[config.mk]
export PLATFORM = sky130hd
export DESIGN_NAME = jw_ram_sched
export DESIGN_NICKNAME = d
export VERILOG_FILES = /design/src/rtl/jw_ram_sched.sv
export SDC_FILE = /design/constraint.sdc
export NUM_CORES = 1
export LEC_CHECK = 0
export ABC_AREA = 1
export CAP_MARGIN = 0
export CORE_MARGIN = 5
export CORE_UTILIZATION = 30
export CTS_BUF_LIST = sky130_fd_sc_hd__clkbuf_16
export CTS_CLUSTER_DIAMETER = 120
export CTS_CLUSTER_SIZE = 16
export DETAILED_ROUTE_END_ITERATION = 6
export PLACE_DENSITY = 0.5
export REMOVE_ABC_BUFFERS = 1
export SETUP_SLACK_MARGIN = 0.1
export SKIP_LAST_GASP = 1
export SYNTH_ARGS = -nofsm -noshare
export SYNTH_HDL_FRONTEND = slang
export SYNTH_SLANG_ARGS = --single-unit
export TNS_END_PERCENT = 30
[constraint.sdc]
create_clock -name clk -period 2.6 [get_ports clk]
set_clock_uncertainty 0.05 [all_clocks]
set_input_delay 0.26 -clock clk [delete_from_list [all_inputs] [get_ports clk]]
set_output_delay 0.26 -clock clk [all_outputs]
set_load 0.02 [all_outputs]
[src/rtl/jw_ram_sched.sv]
// Double-buffered BCD digit store for the jw display field: the producer fills a hidden
// back bank, the banks swap on a frame boundary, then the new back is refreshed from the front.
module jw_ram_sched #(
  parameter int DEPTH = 10,
  parameter int DW    = 4,
  parameter int AW    = 4
) (
  input  logic          clk,
  input  logic          rst_n,
  input  logic          wr_valid,
  output logic          wr_ready,
  input  logic [AW-1:0] wr_addr,
  input  logic [DW-1:0] wr_data,
  input  logic          wr_last,
  input  logic          frame_start,
  input  logic [AW-1:0] rd_addr,
  output logic [DW-1:0] rd_data,
  output logic          swap_done,
  output logic          busy,
  output logic          addr_err,
  input  logic          err_clr,
  output logic [2:0]    dbg_state_o
);

  typedef enum logic [2:0] {
    S_IDLE = 3'd0,
    S_FILL = 3'd1,
    S_PEND = 3'd2,
    S_SWAP = 3'd3,
    S_COPY = 3'd4
  } state_e;

  state_e        state_q, state_d;
  logic          front_sel_q, front_sel_d;
  logic [AW-1:0] copy_idx_q, copy_idx_d;
  logic [DW-1:0] rd_data_q;
  logic          addr_err_q;
  logic [DW-1:0] mem_q [2][DEPTH];

  logic wr_fire;
  logic wr_addr_ok;
  logic rd_addr_ok;
  logic back_sel;

  // Handshake: a write transfers on a rising edge with wr_valid && wr_ready; wr_ready
  // depends on state only, so the producer may hold wr_valid/data while it is low.
  assign wr_ready    = (state_q == S_IDLE) || (state_q == S_FILL);
  assign wr_fire     = wr_valid && wr_ready;
  assign wr_addr_ok  = (wr_addr < AW'(DEPTH));
  assign rd_addr_ok  = (rd_addr < AW'(DEPTH));
  assign back_sel    = ~front_sel_q;
  assign swap_done   = (state_q == S_SWAP);
  assign busy        = (state_q != S_IDLE);
  assign rd_data     = rd_data_q;
  assign addr_err    = addr_err_q;
  assign dbg_state_o = state_q;

  always_comb begin
    state_d     = state_q;
    front_sel_d = front_sel_q;
    copy_idx_d  = copy_idx_q;
    case (state_q)
      S_IDLE, S_FILL: begin
        if (wr_fire) state_d = wr_last ? S_PEND : S_FILL;
      end
      S_PEND: begin
        if (frame_start) state_d = S_SWAP;
      end
      S_SWAP: begin
        front_sel_d = ~front_sel_q;
        copy_idx_d  = '0;
        state_d     = S_COPY;
      end
      S_COPY: begin
        copy_idx_d = copy_idx_q + AW'(1);
        if (copy_idx_q == AW'(DEPTH - 1)) state_d = S_IDLE;
      end
      default: state_d = S_IDLE;
    endcase
  end

  always_ff @(posedge clk or negedge rst_n) begin
    if (!rst_n) begin
      state_q     <= S_IDLE;
      front_sel_q <= 1'b0;
      copy_idx_q  <= '0;
      rd_data_q   <= '0;
      addr_err_q  <= 1'b0;
    end else begin
      state_q     <= state_d;
      front_sel_q <= front_sel_d;
      copy_idx_q  <= copy_idx_d;
      rd_data_q   <= rd_addr_ok ? mem_q[front_sel_q][rd_addr] : '0;
      // A new error outranks a clear in the same cycle.
      if (wr_fire && !wr_addr_ok) addr_err_q <= 1'b1;
      else if (err_clr)           addr_err_q <= 1'b0;
    end
  end

  // Copy and producer writes never overlap: wr_ready is low throughout COPY.
  always_ff @(posedge clk or negedge rst_n) begin
    if (!rst_n) begin
      for (int b = 0; b < 2; b++) begin
        for (int i = 0; i < DEPTH; i++) begin
          mem_q[b][i] <= '0;
        end
      end
    end else if (state_q == S_COPY) begin
      mem_q[back_sel][copy_idx_q] <= mem_q[front_sel_q][copy_idx_q];
    end else if (wr_fire && wr_addr_ok) begin
      mem_q[back_sel][wr_addr] <= wr_data;
    end
  end

endmodule

## Word-level counts from Yosys, hierarchy flattened

Index checks and enable logic that the tools add are counted.

- $lt $le $gt $ge: 10
- $add $sub $neg: 1
- Equality and inequality tests: 8
- Bitwise operators: 6
- Reduce and logical (&&, ||, !) cells: 15
- Multiplexer cells: 30

Operators by type and width:

| cell | count |
|---|---|
| $mux 40 | 5 |
| $bwmux 80 | 2 |
| $mux 80 | 2 |
| $demux 40 s1 | 2 |
| $bmux 4 s4 | 2 |
| $demux 4 s4 | 2 |
| $mux 4 | 7 |
| $ge 5x5->1 const B | 3 |
| $not 4->5 | 3 |
| $pmux 3 s4 | 1 |
| $lt 5x1->1 const B | 2 |
| $mux 3 | 3 |
| $lt 4x4->1 const B | 2 |
| $pmux 4 s2 | 1 |
| $eq 3x2->1 const B | 2 |
| $logic_and 1x1->1 | 6 |
| $ne 2x2->1 const B | 3 |
| $reduce_bool 2->1 | 3 |
| $add 4x1->4 const B | 1 |
| $eq 4x4->1 const B | 1 |
| $ge 2x2->1 const B | 2 |
| $not 1->2 | 2 |
| $eq 3x1->1 const B | 1 |
| $eq 3x3->1 const B | 1 |
| 10 further kinds | 11 |

- Bits of input ports: 18
- Register bits after elaboration: 93
- Logic and storage cells: 95

## Longest topological paths before layout

- Depth in word-level cells: 10
- Gate-level depth with buffers: 12

## Least setup slack after synthesis

Ideal clock, no wire load.

- Kind: register -> register
- Start point: reg copy_idx_q[1]
- End point: reg mem_q[44] (netlist bit)
- Arrival: 1646 ps
- Required time: 2429 ps
- Clock period less this slack: 1817 ps
- Setup slack: 783 ps
- Stages on the path, launching flop included: 11
- Setup time: 121 ps
- Cell sequence: dfrtp_1 -> buf_2 -> inv_1 -> buf_2 -> ha_1 -> nand3_1 -> nor2_2 -> o21ai_2 -> clkinv_1 -> nor2_1 -> a21oi_1

- Cells in the longest elaborated chain, start to end: 9

RTL lines:

| element | RTL line | source |
|---|---|---|
| from (decl) | 35 | `logic [AW-1:0] copy_idx_q, copy_idx_d;` |
| from (signal assigned) | 92 | `copy_idx_q <= copy_idx_d;` |
| $not 4->5 (implied by the code) (*) | 109 | `mem_q[back_sel][copy_idx_q] <= mem_q[front_sel_q][copy_idx_q];` |
| $ge 5x5->1 (implied by the code) / $lt 5x1->1 (equally long branches) | 109 |  |
| $logic_and 1x1->1 (implied by the code) | 109 |  |
| $mux 4 (implied by the code) | 109 |  |
| $demux 4 s4 | 109 |  |
| $mux 40 (implied by the code) | 109 |  |
| $demux 40 s1 | 109 |  |
| $bwmux 80 (*) | 109 |  |
| $mux 80 (*) | 108 | `end else if (state_q == S_COPY) begin` |
| to (signal, indexed assignment) | 109 |  |
| to (signal, indexed assignment) | 111 | `mem_q[back_sel][wr_addr] <= wr_data;` |
| to (decl) | 38 | `logic [DW-1:0] mem_q [2][DEPTH];` |

Mark *: on every way between the ends. The rest lies on a longest branch, timed or not. The select of a mux whose other input is x is not followed.
A chain may end at the register's enable or synchronous reset.

## Worst setup path after layout

- Start point: reg state_q[2], in the netlist dbg_state_o[2]
- End point: out swap_done

- Cells in the longest elaborated chain, start to end: 1

RTL lines:

| element | RTL line | source |
|---|---|---|
| from (decl) | 33 | `state_e state_q, state_d;` |
| from (signal assigned) | 90 | `state_q <= state_d;` |
| $eq 3x2->1 | 52 | `assign swap_done = (state_q == S_SWAP);` |
| to (decl) | 18 | `output logic swap_done,` |

No other way between the ends.

==> metrics.md <==
| Metric | Value |
|---|---|
| Status | `finished clean` |
| Layout cells sized above 1 | `0.127` |
| Post-CTS Setup Bufs | `0` |
| F_max | `436 MHz` |
| Post-Synthesis Cells | `960` |
| Vias in the first global route | `6096` |
| Top cell types by occurrence after synthesis | `nand2_1 (233), nor2_1 (224), nand3_1 (124)` |
| DRT met1 WL | `10.6 mm` |
| Iter 0 DRT Violations | `660` |
| Final TNS setup | `0 ns` |
| Actual slew at the worst max-slew pin | `0.537 ns` |
| CP arrival | `1.98 ns` |
| CTS Buf Count | `9` |
| Synth unique cells | `34` |
| Global-route wire length before repair | `35.1 mm` |
| CTS tree | `done` |
| GR Overflow Total | `0` |
| Synth Warn # | `0` |
| Drt first pass iters | `5` |
| Floorplan core area | `0.0210 mm^2` |
| Top-count cell post-synth | `nand2_1` |
| Internal | `4.26 mW` |
| CTS sink cnt | `93` |
| Clock Latency Late Sink | `0.36 ns` |
| Fin nets | `1018` |
| Post-synthesis sequential area ratio | `0.365` |
| Area leader, netlist | `dfrtp_1` |
| Logic gate share of total power | `0.526` |
| Crit path max fanout | `5` |
| Chip width | `156 um` |
| Startpoint types | `flip-flop` |
| Synthesized cell area | `0.00638 mm^2` |
| # IOs | `29` |
| Min Tclk post-route | `2.29 ns` |
| Vias per Instance | `5.05` |
| Post-DP Area | `0.00700 mm^2` |
| P_leak | `3.42 nW` |
| Primary FF master, synth | `dfrtp_1` |
| Post-route cell area | `0.00732 mm^2` |
| Synth top area share | `0.365` |
| Routability cong. | `0.885` |
| Net Switching | `4.14 mW` |
| Avg WL per Cell | `17.5 um` |
| Min Hold Slack | `0.421 ns` |
| Mean post-synth cell area | `6.64 um^2` |
| Synth area leaders | `dfrtp_1 (36%), nand2_1 (14%), nor2_1 (13%)` |
| Sw Ratio | `0.493` |
| RSZ-0062 raised after global routing | `false` |
| Max cap viols | `0` |
| Starting density of the core | `0.304` |
| Area growth syn-to-layout | `14.8%` |
| Worst Path Required | `2.29 ns` |
| Maximum VDD drop | `0.000751 V` |
| CP Class | `reg -> out` |
| Initial antenna violation count | `0` |
| Max layer used | `met4` |
| GRT Total Usage | `0.186` |
| Final Cycle Share | `0.882` |
| Clk slew on worst S/H paths | `0.07 ns` |
| Antenna cells | `0` |
| Largest net degree at the start of global routing | `94` |
| Clock Path Buffers | `2` |
| H-tree lvl count | `3` |
| Routed WL | `22.4 mm` |
| Met2 Wirelength | `10.1 mm` |
| Vias after detailed routing | `6446` |
| Post-layout util | `0.349` |
| # port buffers | `28` |
| Pwr/cell area | `1150 mW/mm^2` |
| FFs w/ async S/R, synth | `1.00` |
| Height of the die | `156 um` |
| CP Capture Type | `output port` |
| Final HPWL DP | `15.6 mm` |
| FP Rows | `53` |
| Root Buffer | `clkbuf_16` |
| DIE AREA | `0.0243 mm^2` |
| Share of total power in the clock network | `0.174` |
| Yosys reg bits | `93` |
| Slew margin rel. | `0.640` |
| Final Setup Violations | `0` |
| Post-synth EDFFs | `0` |
| Remaining DRCs | `0` |
| Sequential power share | `0.300` |
| Final hold violations | `0` |
| Final Max Slew Viols | `0` |
| Antenna viol nets, final | `0` |
| Met3 Routed Length | `1.20 mm` |
| Worst hold-check path type | `in -> reg` |
## power by group through the flow
stage | Clock, mW | Sequential (mW) | Combinational [mW]
global placement | 0 | 2.55 | 4.35
floorplan | 0 | 2.54 | 2.42
finish | 1.46 | 2.52 | 4.42
detailed placement | 0 | 2.53 | 4.36
global route | 1.56 | 2.59 | 4.79
CTS | 1.49 | 2.51 | 4.37
## per-stage QoR
| step | power [mW] | instances | worst slack (ns) |
|---|---|---|---|
| after floorplan | 4.96 | 921 | -0.0169 |
| after global placement | 6.90 | 1259 | 0.334 |
| after detailed placement | 6.89 | 1259 | 0.328 |
| after CTS | 8.37 | 1276 | 0.289 |
| after global routing | 8.94 | 1276 | 0.207 |
| final | 8.40 | 1276 | 0.307 |
## critical path, stage by stage, from the launching register on
cell and delay, ns:
dfrtp_1 0.46, nor3_1 0.46, clkdlybuf4s50_1 0.70
## area by class of cell
| type | count | area (um^2) |
|---|---|---|
| well taps | 275 | 344 |
| flip-flops and latches | 93 | 2330 |
| clock buffers | 9 | 225 |
| clock inverters | 7 | 90.1 |
| multi-input cells | 773 | 3550 |
| repair buffers | 64 | 576 |
| inverters | 55 | 210 |
| fillers | 2333 | 13600 |
## cells in the final DEF (no fill, tap or decap), drive strengths merged
cell type,instances
inv,48
clkinvlp,1
nand3,130
nor2,247
nand4,4
xor2,1
nor3,4
o221a,1
clkinv,11
a21oi,104
clkdlybuf4s50,27
bufinv,2
nand2,236
o21ai,31
o22ai,2
nor4,1
ha,4
dfrtp,93
dlygate4sd3,1
buf,36
or2,8
clkbuf,9
## final timing paths
path,to,cells past startpoint,startpoint,slack [ns]
min in group asynchronous,dbg_state_o[1],3,rst_n,0.46
min reg2reg,mem_q[38],2,mem_q[38],0.47
max reg2reg,mem_q[65],11,front_sel_q,0.43
max,swap_done,2,dbg_state_o[2],0.31
max in group asynchronous,mem_q[63],3,rst_n,1.64
min,addr_err,2,err_clr,0.42
## cell families (layout without fill, tap and decap cells)
kind of cell	Yosys count	count (layout)	synth area share
and+or+nand+nor	630	630	0.424
AOI/OAI and AO/OA	138	138	0.123
buffers and inverters	94	135	0.0787
DFF	93	93	0.365
adders and majority gates	4	4	0.00785
xor gates and xnor gates	1	1	0.00137
## registers in the layout, summed over array words and instances, names as in the netlist
signal and count:
addr_err 1, mem_q 80, dbg_state_o 3, copy_idx_q 4
rd_data 4, front_sel_q 1
## timing repair
action,4_1_cts,5_1_grt
hold endpoints to repair,93,0
resized for setup,0,0
hold buffers,1,0
## layer usage
layer | vias to the layer above | global-route usage
met1 | 3041 | 0.268
li1 | 3168 | -
met5 | - | 0
met4 | 0 | 0.0521
met3 | 33 | 0.0350
met2 | 204 | 0.284
Note: power is estimated with default switching activity, not from simulation.
